## config.mk

```make
export PLATFORM = sky130hd
export DESIGN_NAME = sprite_line_renderer
export DESIGN_NICKNAME = d
export VERILOG_FILES = /design/src/rtl/sprite_line_renderer.sv
export SDC_FILE = /design/constraint.sdc
export NUM_CORES = 1
export LEC_CHECK = 0
export CAP_MARGIN = 20
export CORE_ASPECT_RATIO = 0.6
export CORE_MARGIN = 5
export CORE_UTILIZATION = 43
export CTS_BUF_LIST = sky130_fd_sc_hd__clkbuf_8
export CTS_CLUSTER_DIAMETER = 50
export DETAILED_ROUTE_END_ITERATION = 8
export DONT_BUFFER_PORTS = 1
export HOLD_SLACK_MARGIN = 0.12
export SLEW_MARGIN = 20
export SYNTH_ARGS = -nofsm -noshare
export SYNTH_HDL_FRONTEND = slang
export SYNTH_SLANG_ARGS = --single-unit
```

## constraint.sdc

```tcl
create_clock -name px_clk -period 16 [get_ports px_clk]
set_input_delay 3.2 -clock px_clk [delete_from_list [all_inputs] [get_ports px_clk]]
set_output_delay 3.2 -clock px_clk [all_outputs]
set_load 0.005 [all_outputs]
```

## src/rtl/sprite_line_renderer.sv

```systemverilog
// Sprite line renderer: captures sprite registers, fetches the next line's bitmap row during hblank,
// and emits a registered 1bpp pixel plus colour. Define SPRITE_MIRROR_EN to honour ctrl bit1 (horizontal mirror).
module sprite_line_renderer #(
    parameter int H_ACTIVE = 640,
    parameter int H_TOTAL  = 800,
    parameter int V_TOTAL  = 525
) (
    input  logic        px_clk,
    input  logic        rst,
    input  logic [15:0] reg_data,
    input  logic [5:0]  en,
    input  logic        loading_loc,
    input  logic [9:0]  h_count,
    input  logic [9:0]  v_count,
    output logic [8:0]  sprite_addr,
    output logic        pixel_on,
    output logic [7:0]  pixel_color
);
    localparam logic [9:0] H_ACT  = 10'(H_ACTIVE);
    localparam logic [9:0] H_LAST = 10'(H_TOTAL - 1);
    localparam logic [9:0] V_LAST = 10'(V_TOTAL - 1);
    localparam logic [9:0] V_TOT  = 10'(V_TOTAL);
`ifdef SPRITE_MIRROR_EN
    localparam bit MIRROR_EN = 1'b1;
`else
    localparam bit MIRROR_EN = 1'b0;
`endif

    typedef enum logic [1:0] {IDLE, ADDR, WAIT, DATA} state_t;
    state_t state_q, state_d;

    logic [9:0]  xpos_q, ypos_q;
    logic [1:0]  ctrl_q;
    logic [8:0]  base_q;
    logic [7:0]  color_q;
    logic [4:0]  height_q;
    logic [15:0] cur_line_q, next_line_q, next_line_d;
    logic        cur_valid_q, next_valid_q, next_valid_d;
    logic [8:0]  sprite_addr_q, sprite_addr_d;
    logic        pixel_on_q, pixel_on_d;
    logic [7:0]  pixel_color_q, pixel_color_d;

    logic [9:0] nl, row, col;
    logic [4:0] eff_h;
    logic [3:0] idx;
    logic       in_range, at_start, fetch_go, busy, abort, retry;

    // Rows wrap around the frame so a sprite near the bottom continues on line 0.
    assign nl       = (v_count == V_LAST) ? 10'd0 : v_count + 10'd1;
    assign row      = (nl >= ypos_q) ? nl - ypos_q : nl + V_TOT - ypos_q;
    assign eff_h    = (height_q == 5'd0 || height_q > 5'd16) ? 5'd16 : height_q;
    assign in_range = row < {5'd0, eff_h};
    assign at_start = (h_count == H_ACT);
    assign fetch_go = at_start && ctrl_q[0] && in_range;
    assign busy     = (state_q != IDLE);
    assign abort    = busy && (h_count == H_LAST);
    assign retry    = busy && !abort && loading_loc;

    always_ff @(posedge px_clk) begin
        if (rst) state_q <= IDLE;
        else     state_q <= state_d;
    end

    always_comb begin
        state_d = state_q;
        case (state_q)
            IDLE: if (fetch_go) state_d = ADDR;
            ADDR: state_d = WAIT;
            WAIT: state_d = DATA;
            DATA: state_d = IDLE;
            default: state_d = IDLE;
        endcase
        if (abort)      state_d = IDLE;
        else if (retry) state_d = ADDR;
    end

    always_comb begin
        sprite_addr_d = sprite_addr_q;
        next_line_d   = next_line_q;
        next_valid_d  = next_valid_q;
        // A new fetch window invalidates the staged row until it is actually latched.
        if (state_q == IDLE && at_start) begin
            next_valid_d = 1'b0;
            if (fetch_go) sprite_addr_d = base_q + {5'd0, row[3:0]};
        end
        if (abort) begin
            next_valid_d = 1'b0;
        end else if (state_q == DATA && !loading_loc) begin
            next_line_d  = reg_data;
            next_valid_d = 1'b1;
        end
    end

    assign col        = h_count - xpos_q;
    assign idx        = (MIRROR_EN && ctrl_q[1]) ? col[3:0] : ~col[3:0];
    assign pixel_on_d = cur_valid_q & ctrl_q[0] & (col < 10'd16) & (h_count < H_ACT) & cur_line_q[idx];
    assign pixel_color_d = pixel_on_d ? color_q : 8'd0;

    always_ff @(posedge px_clk) begin
        if (rst) begin
            xpos_q        <= '0;
            ypos_q        <= '0;
            ctrl_q        <= '0;
            base_q        <= '0;
            color_q       <= '0;
            height_q      <= '0;
            cur_line_q    <= '0;
            cur_valid_q   <= 1'b0;
            next_line_q   <= '0;
            next_valid_q  <= 1'b0;
            sprite_addr_q <= '0;
            pixel_on_q    <= 1'b0;
            pixel_color_q <= '0;
        end else begin
            if (en[0])      xpos_q   <= reg_data[9:0];
            else if (en[1]) ypos_q   <= reg_data[9:0];
            else if (en[2]) ctrl_q   <= reg_data[1:0];
            else if (en[3]) base_q   <= reg_data[8:0];
            else if (en[4]) color_q  <= reg_data[7:0];
            else if (en[5]) height_q <= reg_data[4:0];
            next_line_q   <= next_line_d;
            next_valid_q  <= next_valid_d;
            if (h_count == H_LAST) begin
                cur_line_q  <= next_line_q;
                cur_valid_q <= next_valid_q;
            end
            sprite_addr_q <= sprite_addr_d;
            pixel_on_q    <= pixel_on_d;
            pixel_color_q <= pixel_color_d;
        end
    end

    assign sprite_addr = sprite_addr_q;
    assign pixel_on    = pixel_on_q;
    assign pixel_color = pixel_color_q;
endmodule

```

==> summary.md <==
| Metric | Value |
|---|---|
| Detailed Routing Iterations Pass 1 | `4` |
| Hold buffer count at cts | `0` |
| # H-tree levels | `3` |
| Post-synthesis async set-or-reset flop share | `0` |
| Post-Synthesis Cells | `669` |
| Number of synthesized flops with an enable pin | `0` |
| Post-synth top cells | `97 x dfxtp_1, 90 x nor2_1, 68 x nand2_1` |
| Comb pwr share | `0.221` |
| Clock Tree Root | `clkbuf_8` |
| I/O pins | `63` |
| PortBufs | `0` |
| Initial core utilization | `0.4458` |
| Outcome | `complete, no violations` |
| Sequential area share after synthesis | `0.3348` |
| Switching share of power | `0.3081` |
| Final setup violation count | `0` |
| Post-Synthesis Cell Area | `5801 um^2` |
| Largest net degree at the start of global routing | `99` |
| Delay of the slowest critical-path stage | `0.53 ns` |
| Die X | `159.9 um` |
| Required time worst endpoint | `16.27 ns` |
| Share of cells above drive strength 1 | `0.06917` |
| Synth cell types | `65` |
| DR top layer | `met4` |
| Site Rows | `32` |
| Setup crit end kind | `register` |
| Final period util | `0.4815` |
| Detailed-route DRC error count | `0` |
| Seq cells post-synth | `97` |
| Initial antenna violation count | `0` |
| Maximum vdd drop | `0.00005553 V` |
| DIE AREA | `15990 um^2` |
| Final Slew Violations | `0` |
| Seq pwr share | `0.459` |
| Resized Gates After CTS | `0` |
| WL met2 | `5.482 mm` |
| Antenna-violating nets left | `0` |
| Clock share of power | `0.320` |
| Final wirelength | `14.10 mm` |
| Synth area leaders | `dfxtp_1 33%, ha_1 9.5%, mux2i_1 9.0%, nor2_1 5.8%, nand2_1 4.4%` |
| Core area | `13010 um^2` |
| Met1 WL | `7.090 mm` |
| Post-CTS Setup Repair Bufs | `0` |
| RSZ-0062 raised after global routing | `false` |
| PwrDens | `88.00 nW/um^2` |
| Ant. Diodes | `0` |
| Clock buffer depth | `2` |
| Number of global-route vias before repair | `4423` |
| WP buf/inv | `1` |
| Int Power | `0.3758 mW` |
| GRT overflow | `0` |
| Max Clock Skew | `0.01020 ns` |
| Net Sw Power | `0.1673 mW` |
| TritonCTS Buffers | `9` |
| CP Class | `in2reg` |
| Hold crit path type | `reg2reg` |
| Worst path slowest cell | `nor4_1` |
| Overall power | `0.5432 mW` |
| Hpwl dp | `11.07 mm` |
| Routed via count | `4426` |
| F_max | `0.1298 GHz` |
| Synth area leader | `dfxtp_1` |
| Iteration-0 DRC Markers | `340` |
| CP top delay family | `simple AND/OR/NAND/NOR gates` |
| Worst EP arrival | `7.97 ns` |
| Synthesized area per cell | `8.670 um^2` |
| CTS Sinks | `97` |
| Number of nets in the layout | `758` |
| Post-DR wirelength/cell | `16.88 um` |
| Max-Cap Viols | `0` |
| CTS tree | `yes` |
| CTS clk-pin slew, worst paths | `0.10 ns` |
| Total negative slack | `0 ns` |
| Worst slew margin | `0.2328` |
| Final Critical Period | `7.704 ns` |
| Top-count cell post-synth | `dfxtp_1` |
| Gr usage total | `0.1820` |
| First-pass GRT wire length | `23.22 mm` |
| Die H | `99.97 um` |
| Met3 wire length | `1.427 mm` |
| Cell leakage power | `2.519 nW` |
| Endpoints failing hold | `0` |
| Crit path cell chain | `and2_1 -> nand4_1 -> nor4_1 -> nand2b_1 -> inv_1 -> ha_1 -> nor2b_4 -> o2111a_1 -> or3_4 -> and2_1 -> a21oi_1 -> ha_1 -> o2111ai_1 -> a2111oi_2 -> nor4_2 -> nand4_4 -> mux2_4` |
| CP Launch Type | `input port` |
| Worst skew pair latency | `0.37 ns` |
| Synthesized net count | `767` |
| Via/cell ratio | `5.301` |
| Worst-margin pin slew | `1.151 ns` |
| GPL Wtd Cong | `0.9050` |
| Share of the synthesized area in the top cell type | `0.3348` |
| Worst-path maximum fanout | `9` |
| YS warnings | `0` |
| Layout overhead on the synthesized area | `6.406%` |
| Synth Flop Type | `dfxtp_1` |
placed cells by master (no fill, tap or decap), drive strengths merged, types with 3 or more instances in the layout:
master / Yosys / layout
a211oi: 3 / 3
a21boi: 3 / 3
a21o: 4 / 4
a21oi: 44 / 44
and2: 4 / 4
and3: 3 / 3
clkbuf: 11 / 10
dfxtp: 97 / 97
fa: 9 / 9
ha: 44 / 44
inv: 57 / 60
mux2: 10 / 10
mux2i: 52 / 52
mux4: 4 / 4
nand2: 69 / 69
nand2b: 10 / 10
nand3: 21 / 21
nand3b: 3 / 3
nand4: 7 / 7
nor2: 90 / 90
nor2b: 20 / 20
nor3: 5 / 5
nor3b: 3 / 3
nor4: 5 / 5
nor4b: 3 / 3
o2111ai: 3 / 3
o21ai: 14 / 14
o41ai: 3 / 3
or2: 4 / 4
or3: 4 / 4
xnor2: 13 / 13
xor2: 14 / 14
power groups by stage:
stage / sequential, mW / clock (mW) / combinational (mW)
2_1_floorplan: 0.254 / 0 / 0.0975
3_3_place_gp: 0.255 / 0 / 0.116
3_5_place_dp: 0.255 / 0 / 0.118
4_1_cts: 0.249 / 0.180 / 0.120
5_1_grt: 0.250 / 0.191 / 0.135
6_report: 0.249 / 0.174 / 0.120
final cells by class:
cell class	count	area [um^2]
clock inverter	6	85.08
inverter	57	214.0
clock buffer	10	137.6
fill	1255	6840
timing repair buffer	1	7.507
sequential	97	1942
tap	170	212.7
multi-input combinational	494	3573
cells by family (layout without fill, tap and decap cells):
kind of cell | after synthesis | count (layout) | share of synthesized area
xor gates and xnor gates | 27 | 27 | 0.04077
adders and majority gates | 53 | 53 | 0.1260
DFF | 97 | 97 | 0.3348
AOI/OAI and AO/OA | 92 | 92 | 0.1040
muxes | 66 | 66 | 0.1260
buffers and inverters | 78 | 74 | 0.05112
and+or+nand+nor | 256 | 256 | 0.2174
stage by stage:
step,cells,util,instance area [um^2],setup WS [ns],hold WS [ns]
global route,835,0.4743,6172,7.944,0.4538
global placement,819,0.4572,5949,8.153,0.4222
finish,835,0.4743,6172,8.296,0.4401
detailed placement,819,0.4572,5949,7.889,0.4211
floorplan,669,-,5801,8.482,0.4086
CTS,835,0.4743,6172,8.283,0.4412
layer usage:
layer  global-route usage  vias up
li1                     -     2248
met1               0.2693     2048
met2               0.2566      121
met3              0.06360        9
met4              0.03305        0
met5                    0        -
sequential cells by signal, summed over array words and instances (netlist names):
register / cells
base_q: 9
color_q: 8
ctrl_q: 1
cur_line_q: 16
cur_valid_q: 1
height_q: 5
next_line_q: 16
next_valid_q: 1
pixel_color: 8
pixel_on: 1
sprite_addr: 9
state_q: 2
xpos_q: 10
ypos_q: 10
tightest hold or removal path: stages, from the launching register on:
cell     delay [ns]
dfxtp_1        0.32
inv_1          0.05
nor2_1         0.04
final timing paths:
path         cells past startpoint               startpoint  slack (ns)                          end
max reg2reg                     14   ypos_q[6]$_SDFFE_PP0P_       11.68  sprite_addr[6]$_SDFFE_PP0P_
min reg2reg                      2  color_q[5]$_SDFFE_PP0P_        0.44    pixel_color[5]$_SDFF_PP0_
max                             17               v_count[3]        8.30  sprite_addr[6]$_SDFFE_PP0P_
min                              2  color_q[5]$_SDFFE_PP0P_        0.44    pixel_color[5]$_SDFF_PP0_
(Power assumes the default switching activity.)
